### src/rtl/block_encrypt.sv
// block_encrypt: iterative CSA block-cipher encryption (56 rounds, the
// inverse of block_decrypt). A 64-bit plaintext and the 448-bit expanded key
// are captured on accept. One round is applied per RUN cycle, using key byte
// kk[round] in ascending order 0..55. The ciphertext is held in DONE until it
// is handshaken.
//
// Ports:
//   clk, rst            clock; synchronous active-high reset
//   in_valid/in_ready   plaintext handshake (in_ready high only in IDLE)
//   in_data[63:0]       plaintext, byte 0 = in_data[63:56]
//   kk[447:0]           key schedule, byte i = kk[447-8i -: 8]
//   out_valid/out_ready ciphertext handshake (out_valid high only in DONE)
//   out_data[63:0]      ciphertext, reads 0 while out_valid = 0
//   busy                high in RUN and DONE
//
// Build option: define BLOCK_ENCRYPT_DUAL_ROUND_EN to chain two rounds per
// cycle (latency 28). The ciphertext is the same in both builds.

// CSA block-cipher S-box. This is the same table block_decrypt uses.
module block_sbox (
  input  logic [7:0] i_in,
  output logic [7:0] o_out
);
  localparam logic [7:0] SBOX [256] = '{
    8'h3a, 8'hea, 8'h68, 8'hfe, 8'h33, 8'he9, 8'h88, 8'h1a, 8'h83, 8'hcf, 8'he1, 8'h7f, 8'hba, 8'he2, 8'h38, 8'h12,
    8'he8, 8'h27, 8'h61, 8'h95, 8'h0c, 8'h36, 8'he5, 8'h70, 8'ha2, 8'h06, 8'h82, 8'h7c, 8'h17, 8'ha3, 8'h26, 8'h49,
    8'hbe, 8'h7a, 8'h6d, 8'h47, 8'hc1, 8'h51, 8'h8f, 8'hf3, 8'hcc, 8'h5b, 8'h67, 8'hbd, 8'hcd, 8'h18, 8'h08, 8'hc9,
    8'hff, 8'h69, 8'hef, 8'h03, 8'h4e, 8'h48, 8'h4a, 8'h84, 8'h3f, 8'hb4, 8'h10, 8'h04, 8'hdc, 8'hf5, 8'h5c, 8'hc6,
    8'h16, 8'hab, 8'hac, 8'h4c, 8'hf1, 8'h6a, 8'h2f, 8'h3c, 8'h3b, 8'hd4, 8'hd5, 8'h94, 8'hd0, 8'hc4, 8'h63, 8'h62,
    8'h71, 8'ha1, 8'hf9, 8'h4f, 8'h2e, 8'haa, 8'hc5, 8'h56, 8'he3, 8'h39, 8'h93, 8'hce, 8'h65, 8'h64, 8'he4, 8'h58,
    8'h6c, 8'h19, 8'h42, 8'h79, 8'hdd, 8'hee, 8'h96, 8'hf6, 8'h8a, 8'hec, 8'h1e, 8'h85, 8'h53, 8'h45, 8'hde, 8'hbb,
    8'h7e, 8'h0a, 8'h9a, 8'h13, 8'h2a, 8'h9d, 8'hc2, 8'h5e, 8'h5a, 8'h1f, 8'h32, 8'h35, 8'h9c, 8'ha8, 8'h73, 8'h30,
    8'h29, 8'h3d, 8'he7, 8'h92, 8'h87, 8'h1b, 8'h2b, 8'h4b, 8'ha5, 8'h57, 8'h97, 8'h40, 8'h15, 8'he6, 8'hbc, 8'h0e,
    8'heb, 8'hc3, 8'h34, 8'h2d, 8'hb8, 8'h44, 8'h25, 8'ha4, 8'h1c, 8'hc7, 8'h23, 8'hed, 8'h90, 8'h6e, 8'h50, 8'h00,
    8'h99, 8'h9e, 8'h4d, 8'hd9, 8'hda, 8'h8d, 8'h6f, 8'h5f, 8'h3e, 8'hd7, 8'h21, 8'h74, 8'h86, 8'hdf, 8'h6b, 8'h05,
    8'h8e, 8'h5d, 8'h37, 8'h11, 8'hd2, 8'h28, 8'h75, 8'hd6, 8'ha7, 8'h77, 8'h24, 8'hbf, 8'hf0, 8'hb0, 8'h02, 8'hb7,
    8'hf8, 8'hfc, 8'h81, 8'h09, 8'hb1, 8'h01, 8'h76, 8'h91, 8'h7d, 8'h0f, 8'hc8, 8'ha0, 8'hf2, 8'hcb, 8'h78, 8'h60,
    8'hd1, 8'hf7, 8'he0, 8'hb5, 8'h98, 8'h22, 8'hb3, 8'h20, 8'h1d, 8'ha6, 8'hdb, 8'h7b, 8'h59, 8'h9f, 8'hae, 8'h31,
    8'hfb, 8'hd3, 8'hb6, 8'hca, 8'h43, 8'h72, 8'h07, 8'hf4, 8'hd8, 8'h41, 8'h14, 8'h55, 8'h0d, 8'h54, 8'h8b, 8'hb9,
    8'had, 8'h46, 8'h0b, 8'haf, 8'h80, 8'h52, 8'h2c, 8'hfa, 8'h8c, 8'h89, 8'h66, 8'hfd, 8'hb2, 8'ha9, 8'h9b, 8'hc0
  };
  assign o_out = SBOX[i_in];
endmodule

// One encryption round. The byte W[j] is i_blk[63-8j -: 8].
//   S = sbox(key ^ W6), L = W7 ^ S
//   W' = {L, W0, W1^L, W2^L, W3^L, W4, W5^perm(S), W6}
module block_encrypt_round (
  input  logic [63:0] i_blk,
  input  logic [7:0]  i_key,
  output logic [63:0] o_blk
);
  logic [7:0] w_idx, w_s, w_l, w_p;

  assign w_idx = i_key ^ i_blk[15:8];
  block_sbox u_sbox (.i_in(w_idx), .o_out(w_s));

  assign w_l = i_blk[7:0] ^ w_s;
  // Block bit permutation: s0->p1, s1->p7, s2->p5, s3->p4, s4->p2, s5->p6, s6->p0, s7->p3
  assign w_p = {w_s[1], w_s[5], w_s[2], w_s[3], w_s[7], w_s[4], w_s[0], w_s[6]};

  assign o_blk = {w_l, i_blk[63:56], i_blk[55:48] ^ w_l, i_blk[47:40] ^ w_l,
                  i_blk[39:32] ^ w_l, i_blk[31:24], i_blk[23:16] ^ w_p, i_blk[15:8]};
endmodule

module block_encrypt (
  input  logic         clk,
  input  logic         rst,
  input  logic         in_valid,
  output logic         in_ready,
  input  logic [63:0]  in_data,
  input  logic [447:0] kk,
  output logic         out_valid,
  input  logic         out_ready,
  output logic [63:0]  out_data,
  output logic         busy
);
  typedef enum logic [1:0] {IDLE, RUN, DONE} state_t;

  state_t           r_st, w_next;
  logic [63:0]      r_blk;
  logic [55:0][7:0] r_key;   // byte i of the schedule sits at r_key[55-i]
  logic [5:0]       r_cnt;
  logic [63:0]      w_rnd;

`ifdef BLOCK_ENCRYPT_DUAL_ROUND_EN
  localparam logic [5:0] STEP = 6'd2;
  localparam logic [5:0] LAST = 6'd54;   // pair (54,55) is the final step
  logic [63:0] w_mid;
  logic [5:0]  w_k0, w_k1;
  assign w_k0 = 6'd55 - r_cnt;
  assign w_k1 = 6'd54 - r_cnt;
  block_encrypt_round u_rnd0 (.i_blk(r_blk), .i_key(r_key[w_k0]), .o_blk(w_mid));
  block_encrypt_round u_rnd1 (.i_blk(w_mid), .i_key(r_key[w_k1]), .o_blk(w_rnd));
`else
  localparam logic [5:0] STEP = 6'd1;
  localparam logic [5:0] LAST = 6'd55;
  logic [5:0] w_k0;
  assign w_k0 = 6'd55 - r_cnt;
  block_encrypt_round u_rnd0 (.i_blk(r_blk), .i_key(r_key[w_k0]), .o_blk(w_rnd));
`endif

  always_ff @(posedge clk) begin
    if (rst) r_st <= IDLE;
    else     r_st <= w_next;
  end

  always_comb begin
    w_next = r_st;
    unique case (r_st)
      IDLE:    if (in_valid)       w_next = RUN;
      RUN:     if (r_cnt == LAST)  w_next = DONE;
      DONE:    if (out_ready)      w_next = IDLE;
      default:                     w_next = IDLE;
    endcase
  end

  always_ff @(posedge clk) begin
    if (rst) begin
      r_blk <= '0;
      r_key <= '0;
      r_cnt <= '0;
    end else begin
      unique case (r_st)
        IDLE: if (in_valid) begin
          r_blk <= in_data;
          r_key <= kk;
          r_cnt <= '0;
        end
        RUN: begin
          r_blk <= w_rnd;
          // The counter parks on the last round so it never wraps into an extra one.
          if (r_cnt != LAST) r_cnt <= r_cnt + STEP;
        end
        default: ;
      endcase
    end
  end

  assign in_ready  = (r_st == IDLE);
  assign out_valid = (r_st == DONE);
  assign busy      = (r_st != IDLE);
  assign out_data  = out_valid ? r_blk : 64'h0;
endmodule

### config.mk
export PLATFORM = sky130hd
export DESIGN_NAME = block_encrypt
export DESIGN_NICKNAME = d
export VERILOG_FILES = /design/src/rtl/block_encrypt.sv
export SDC_FILE = /design/constraint.sdc
export NUM_CORES = 1
export LEC_CHECK = 0
export BUFFER_PORTS_ARGS = -buffer_cell sky130_fd_sc_hd__buf_2
export CAP_MARGIN = 20
export CORE_ASPECT_RATIO = 2
export CORE_UTILIZATION = 37
export DETAILED_ROUTE_END_ITERATION = 6
export GPL_TIMING_DRIVEN = 1
export REMOVE_ABC_BUFFERS = 1
export SLEW_MARGIN = 20
export SYNTH_ARGS = -nofsm -noshare
export SYNTH_HDL_FRONTEND = slang
export SYNTH_SLANG_ARGS = --single-unit
### constraint.sdc
create_clock -name clk -period 8.33 [get_ports clk]
set_input_delay 1.666 -clock clk [delete_from_list [all_inputs] [get_ports clk]]
set_output_delay 1.666 -clock clk [all_outputs]
set_load 0.005 [all_outputs]
==> metrics.md, run 1 <==
| Metric | Value |
|---|---|
| CTS clk-pin slew, worst paths | `70 ps` |
| Syn-to-layout area delta | `18.4%` |
| Antenna violations before repair | `36` |
| Worst-Skew Late Latency | `630 ps` |
| Most frequent cells after synthesis | `nand2_1 (1061), a21oi_1 (545), dfxtp_1 (520), clkbuf_1 (230), mux2i_1 (106)` |
| Clk sinks | `520` |
| Dominant synthesized flop cell | `dfxtp_1` |
| YS warnings | `0` |
| HPWL after DPL | `88300 um` |
| Die area | `0.0751 mm^2` |
| Worst Path Required | `8810 ps` |
| Largest net degree at the start of global routing | `227` |
| Register area share after synthesis | `0.380` |
| Largest vdd supply drop | `0.157 mV` |
| Critical Path Most Common Cell | `a31oi_1` |
| Vias/cell | `5.68` |
| DRC | `0` |
| Async SR Flop Fraction | `0` |
| Leakage Power | `12.6 nW` |
| Top cell type's share of synthesized area | `0.380` |
| CP Capture Type | `register` |
| Vias | `27.5k` |
| Drt initial violations | `1756` |
| Most frequent cell after synthesis | `nand2_1` |
| Worst r2r path cells | `16` |
| CP Launch Type | `register` |
| Seq cells post-synth | `520` |
| Chip height | `387 um` |
| Inserted Clock Buffers | `49` |
| Area contributors post-synth | `dfxtp_1 (38%), nand2_1 (15%), a21oi_1 (10%)` |
| Crit share post-route | `0.806` |
| RSZ-0062 raised after global routing | `no` |
| Endpoints failing setup | `0` |
| Setup slack after layout | `1620 ps` |
| Std cell rows | `140` |
| Critical Path Max Stage Delay | `880 ps` |
| Area leader, netlist | `dfxtp_1` |
| CTS tree | `built` |
| Max H-tree Level | `2` |
| Pre-Repair DR Iteration Count | `7` |
| Highest Clock Rate | `149 MHz` |
| CTS max path bufs | `3` |
| Buffers on Ports | `582` |
| Tmin final | `6710 ps` |
| Synth cell types | `90` |
| Pre-CTS setup slack | `1710 ps` |
| Setup skew after layout | `15.6 ps` |
| Gp weighted congestion | `1.08` |
| Post_cts resized | `0` |
| Synth Cell Area | `0.0274 mm^2` |
| EDFF count, synth | `0` |
| Die width | `194 um` |
| Routed wire length | `120000 um` |
| Worst slew pin tran | `1110 ps` |
| Worst hold path class | `reg2reg` |
| Post-layout nets | `4388` |
| Max-cap viol count | `0` |
| WS Path Type | `reg2reg` |
| Mapped Cells | `3479` |
| CP arrival | `7190 ps` |
| Run status | `finished, final reports clean` |
| Core area | `0.0730 mm^2` |
| Layout cells sized above 1 | `0.224` |
| Min-Delay Path Depth | `2` |
| Detail Route Antenna Nets | `0` |
| Initial core utilization | `0.375` |
| Worst slew margin | `0.252` |
| Mean post-synth cell area | `7.87 um^2` |
| Hold_ws | `451 ps` |
| Global-route wire length before repair | `176000 um` |
| CP Max Fanout | `45` |
| Post-CTS Hold Fix Bufs | `0` |
| CTS root buf | `clkbuf_16` |
| Postcts setup bufs | `0` |
| Gr usage total | `0.313` |
| Routed len/inst | `24.9 um` |
| Critical path cell sequence | `nor2b_1, a31oi_1, o2111a_1, o211ai_1, nand4_2, inv_2, ha_1, inv_1, mux2i_1, o21ai_0, o311ai_1, buf_4, a31oi_1, a22oi_2, xnor2_1, o22ai_1` |
| Slew Viols, Final | `0` |
| Power Density | `230 mW/mm^2` |
| Final Hold Violating Endpoints | `0` |
| Global route overflow | `0` |
| Slowest CP cell | `nor2b_1` |
| Vias in the first global route | `27.0k` |
| # IOs | `583` |
[final timing paths]
path                   start    endpoint  slack (ps)
setup / recovery    r_cnt[2]   r_blk[58]        1620
hold / removal    r_key[225]  r_key[225]         450
setup reg to reg    r_cnt[2]   r_blk[58]        1620
hold reg to reg   r_key[225]  r_key[225]         450
[sequential cells by signal (all words and copies together), names as in the netlist]
signal,flops
r_key,448
r_blk,64
r_cnt,6
r_st,2
[worst max-delay path, delay by kind of cell (launching register included)]
| kind | cells | cell delay, ps |
|---|---|---|
| DFF | 1 | 830 |
| muxes | 1 | 290 |
| xor gates and xnor gates | 1 | 190 |
| buffers and inverters | 3 | 1020 |
| AOI/OAI and AO/OA | 8 | 2220 |
| and+or+nand+nor | 2 | 1300 |
| adders and majority gates | 1 | 670 |
[cell families (layout without fill, tap and decap cells)]
logic type / Yosys count / after routing / share of synthesized area
fa+ha+maj: 14 / 14 / 0.00640
flops: 520 / 520 / 0.380
simple gates: 1442 / 1442 / 0.224
xor+xnor: 25 / 25 / 0.00951
buf+inv: 336 / 751 / 0.0554
mux: 192 / 192 / 0.108
compound gates: 950 / 950 / 0.217
other cells: 0 / 19 / 0
[layout make-up]
cell class | instances | area, um^2
inverter | 14 | 52.6
fill | 7635 | 40600
clock buffer | 65 | 1380
multi-input combinational | 2623 | 15500
timing repair buffer | 650 | 3520
clock inverter | 22 | 302
antenna | 19 | 47.5
tap | 923 | 1150
sequential | 520 | 10400
[stage by stage]
stage	area, um^2	setup TNS, ps	total power, mW	util	instances
final	32400	0	7.45	0.444	4836
after global routing	32400	0	7.72	0.444	4833
after CTS	32300	0	7.44	0.443	4817
after detailed placement	30700	0	5.03	0.420	4730
after global placement	30700	0	5.06	0.420	4730
after floorplan	25900	-1421080	4.14	-	3157
[power by group]
part / switching [mW] / leakage (nW) / total [mW] / internal [mW]
registers: 0.160 / 4.28 / 2.82 / 2.67
clock network: 1.06 / 0.825 / 2.41 / 1.35
logic: 1.49 / 7.54 / 2.22 / 0.723
[routing by layer]
layer / track usage / share of wire / wire (um)
met1: 0.323 / 0.35 / 42300
met2: 0.571 / 0.52 / 62000
met3: 0.0655 / 0.065 / 7820
met4: 0.192 / 0.066 / 7950
met5: 0 / 0.0017 / 207
[cell usage in the layout, fill, tap and decap left out, types with 11 or more instances in the layout]
master / instances
o22ai_1: 16
nand2_1: 1060
nor2_1: 85
a211oi_1: 20
a311oi_1: 16
nand3_1: 39
dfxtp_1: 516
mux4_2: 82
o21ai_0: 68
and2_1: 69
nand4_1: 15
o311ai_0: 14
a2111o_1: 12
inv_1: 11
buf_4: 61
o221ai_1: 12
xnor2_1: 14
a221oi_1: 15
a22oi_1: 54
clkbuf_16: 49
a31o_2: 13
a21oi_1: 545
o211ai_1: 15
a22o_1: 12
nand2b_1: 32
and3_1: 16
diode_2: 19
nor4_1: 18
a31oi_1: 30
nor2b_1: 16
mux2i_1: 106
ha_1: 14
nor3_1: 43
buf_2: 581
Note: power is estimated with default switching activity, not from simulation.
==> run 2: changes to the inputs <==
Settings changed: ABC_AREA from default to 1.
Clock period 8.33 ns to 7 ns, I/O delays scaled along.
==> run 2 against run 1 <==
  * Area after synthesis down 0.77%
  * Maximum frequency up 20%
  * Critical path depth up 7
  * Synthesized cell count up 23%
  * Largest cell class unchanged
  * Largest power group unchanged
  * Highest routed layer unchanged
==> metrics.md, run 2 <==
| Metric | Value |
|---|---|
| Dpl cells | `5515 (+17%)` |
| CP Capture Type | `register` |
| Worst slew pin tran | `1200 ps (+87.2 ps)` |
| Final Hold Violating Endpoints | `0 (unchanged)` |
| EDFF count, synth | `0 (unchanged)` |
| Global-route wire length before repair | `177000 um (+0.85%)` |
| CTS root buf | `clkbuf_16` |
| Slew Viols, Final | `0 (unchanged)` |
| CTS tree | `built` |
| Std cell rows | `140 (unchanged)` |
| Most frequent cells after synthesis | `nor2_1 (864), nand2_1 (761), o21ai_0 (579), dfxtp_1 (520), nand3_1 (477)` |
| Post-layout util | `0.438 (-0.00518)` |
| Wire length on met2 | `59600 um (-3.9%)` |
| Drt initial violations | `1946 (+11%)` |
| Setup slack after layout | `1400 ps (-220 ps)` |
| Async SR Flop Fraction | `0 (unchanged)` |
| Crit path launch | `r_cnt[0]` |
| Syn-to-layout area delta | `17.3%` |
| Setup skew after layout | `17.6 ps (+2.04 ps)` |
| Gp weighted congestion | `1.04 (-3.9%)` |
| Vias/cell | `5.34 (-6.0%)` |
| Run status | `finished, final reports clean` |
| Largest vdd supply drop | `0.169 mV (+7.8%)` |
| Post-CTS Hold Fix Bufs | `0 (unchanged)` |
| Global route overflow | `0 (unchanged)` |
| Flop-to-flop setup slack | `1400 ps (-220 ps)` |
| CP arrival | `6060 ps (-1130 ps)` |
| Total power | `9.07 mW (+22%)` |
| # IOs | `583 (unchanged)` |
| Area leader, netlist | `dfxtp_1` |
| Top cell type's share of synthesized area | `0.383 (+0.00294)` |
| Inserted Clock Buffers | `48 (-2.0%)` |
| Top reg by flops | `r_key` |
| CTS max path bufs | `3 (unchanged)` |
| Detail Route Antenna Nets | `0 (unchanged)` |
| Leakage Power | `14.6 nW (+16%)` |
| Dominant synthesized flop cell | `dfxtp_1` |
| Hold_ws | `452 ps (+0.934 ps)` |
| CTS clk-pin slew, worst paths | `70 ps (about the same)` |
| Seq cells post-synth | `520 (unchanged)` |
| Largest register FFs | `448 (unchanged)` |
| Worst slew margin | `0.201 (-0.0518)` |
| Initial core utilization | `0.374 (-0.00109)` |
| Highest Clock Rate | `178 MHz (+20%)` |
| Max-cap viol count | `0 (unchanged)` |
| Antenna violations before repair | `18 (-50%)` |
| Buffers on Ports | `582 (unchanged)` |
| Most frequent cell after synthesis | `nor2_1` |
| Mean post-synth cell area | `6.35 um^2 (-19%)` |
| Power Density | `285 mW/mm^2 (+24%)` |
| CP endpoint | `r_blk[42]` |
| Final Cell Area | `0.0319 mm^2 (-1.6%)` |
| Vias in the first global route | `28.8k (+6.7%)` |
| Regs by FF count | `r_key x448, r_blk x64, r_cnt x6` |
| Worst r2r path cells | `23 (+7)` |
| WS Path Type | `reg2reg` |
| Chip height | `385 um (-0.38%)` |
| Gr usage total | `0.313 (+0.000499)` |
| Largest net degree at the start of global routing | `265 (+17%)` |
| Register area share after synthesis | `0.383 (+0.00294)` |
| Vias | `30.0k (+9.1%)` |
| Postcts setup bufs | `0 (unchanged)` |
| Tmin final | `5600 ps (-1110 ps)` |
| Routed wire length | `120000 um (-0.19%)` |
| Synth Cell Area | `0.0272 mm^2 (-0.77%)` |
| Leading cell type in the layout, fill and taps excluded | `nor2_1` |
| Area contributors post-synth | `dfxtp_1 (38%), nor2_1 (12%), o21ai_0 (11%)` |
| Die width | `194 um (-0.38%)` |
| YS warnings | `0 (unchanged)` |
| Worst reg2reg startpoint | `r_cnt[0]` |
| CP Launch Type | `register` |
| Worst hold path class | `reg2reg` |
| Fin Setup TNS | `0 ps (unchanged)` |
| Placed inst area | `0.0303 mm^2 (-1.3%)` |
| Crit share post-route | `0.800 (-0.00542)` |
| Endpoints failing setup | `0 (unchanged)` |
| Post_cts resized | `0 (unchanged)` |
| Clk sinks | `520 (unchanged)` |
| Post-layout nets | `5172 (+18%)` |
| Pre-CTS setup slack | `1620 ps (-83.4 ps)` |
| DRC | `0 (unchanged)` |
| Worst Path Required | `7460 ps (-1350 ps)` |
| Mapped Cells | `4280 (+23%)` |
| Die area | `0.0746 mm^2 (-0.76%)` |
| Core area | `0.0727 mm^2 (-0.48%)` |
| Routed len/inst | `21.4 um (-14%)` |
| RSZ-0062 raised after global routing | `no` |
| Most frequent cells in the layout | `nor2_1 (862), nand2_1 (757), buf_2 (582)` |
| Highest routed layer | `met5` |
| Met3 wire len | `6650 um (-15%)` |
| Pre-Repair DR Iteration Count | `6 (-1)` |
| HPWL after DPL | `85500 um (-3.3%)` |
| Synth cell types | `39 (-57%)` |
| CP Max Fanout | `106 (+140%)` |
| Crit Reg-Reg Endpoint | `r_blk[42]` |
| Layout cells sized above 1 | `0.160 (-0.0641)` |
| Worst-Skew Late Latency | `620 ps (about the same)` |
| Max H-tree Level | `2 (unchanged)` |
| Fin cells | `5610 (+16%)` |
| M1 WL | `46300 um (+9.4%)` |
run 2: cell count changes after synthesis, moves of 42 or more:
| cell | previous run | this run |
|---|---|---|
| nand2_1 | 1061 | 761 |
| and2_1 | 70 | 0 |
| mux2i_1 | 106 | 0 |
| nand3_1 | 39 | 477 |
| a21oi_1 | 545 | 269 |
| nor2_1 | 86 | 864 |
| nor3_1 | 43 | 1 |
| a22oi_1 | 54 | 0 |
| o21ai_0 | 68 | 579 |
| mux4_2 | 82 | 0 |
| inv_1 | 11 | 315 |
run 2: cells by family (layout without fill, tap and decap cells):
kind of cell             Yosys count  count (layout)  share of synthesized area
other                              0              10                          0
buffers and inverters            638            1035                     0.0993
AND/OR/NAND/NOR                 2132            2132                      0.320
XOR/XNOR                          11              11                    0.00424
adder cells (fa/ha/maj)           14              14                    0.00645
AO/OA/AOI/OAI                    965             965                      0.187
flip-flops                       520             520                      0.383
run 2: routing by layer:
| metal | GRT usage | up-vias |
|---|---|---|
| met4 | 0.191 | 10 |
| met1 | 0.355 | 13900 |
| met3 | 0.0412 | 273 |
| met2 | 0.557 | 1127 |
| li1 | - | 14600 |
| met5 | 0 | - |
run 2: worst max-delay path, stage by stage (launching register included):
cell and delay, ps:
dfxtp_4 760, inv_6 410, o21ai_0 660, o211ai_1 210
nand3_1 110, nand2_1 60, nand3_1 110, nand2_1 80
nand2_1 80, nand2_2 180, ha_1 610, nand3_1 210
nor2_1 520, nor2_1 110, nand2_1 90, nand3_1 100
nand3_1 170, nand3_1 170, nand2_1 260, nand2_1 160
nand3_1 100, nand3_1 80, nand2_1 90, a21oi_1 50
run 2: area by class of cell:
cell class | instances | area, um^2
diodes | 10 | 25.0
clock buffers | 66 | 1400
clock inverters | 19 | 171
fillers | 7987 | 40800
inverters | 321 | 1230
multi-input cells | 3122 | 14100
flip-flops and latches | 520 | 10400
well taps | 923 | 1150
repair buffers | 629 | 3390
run 2: how the worst min path moves through the flow:
stage / from / end / slack (ps) / cells past startpoint
floorplan: r_key[229] / r_key[229] / 430 / 2
global placement: r_key[229] / r_key[229] / 430 / 2
CTS: r_key[356] / r_key[356] / 450 / 2
finish: r_key[121] / r_key[121] / 450 / 2
detailed placement: r_key[356] / r_key[356] / 440 / 2
global route: r_key[18] / r_key[18] / 470 / 2
run 2: power breakdown:
part	internal [mW]	switching, mW	total, mW
registers	3.22	0.143	3.36
clock network	1.48	1.25	2.72
logic	0.853	2.13	2.99
total	5.55	3.52	9.07
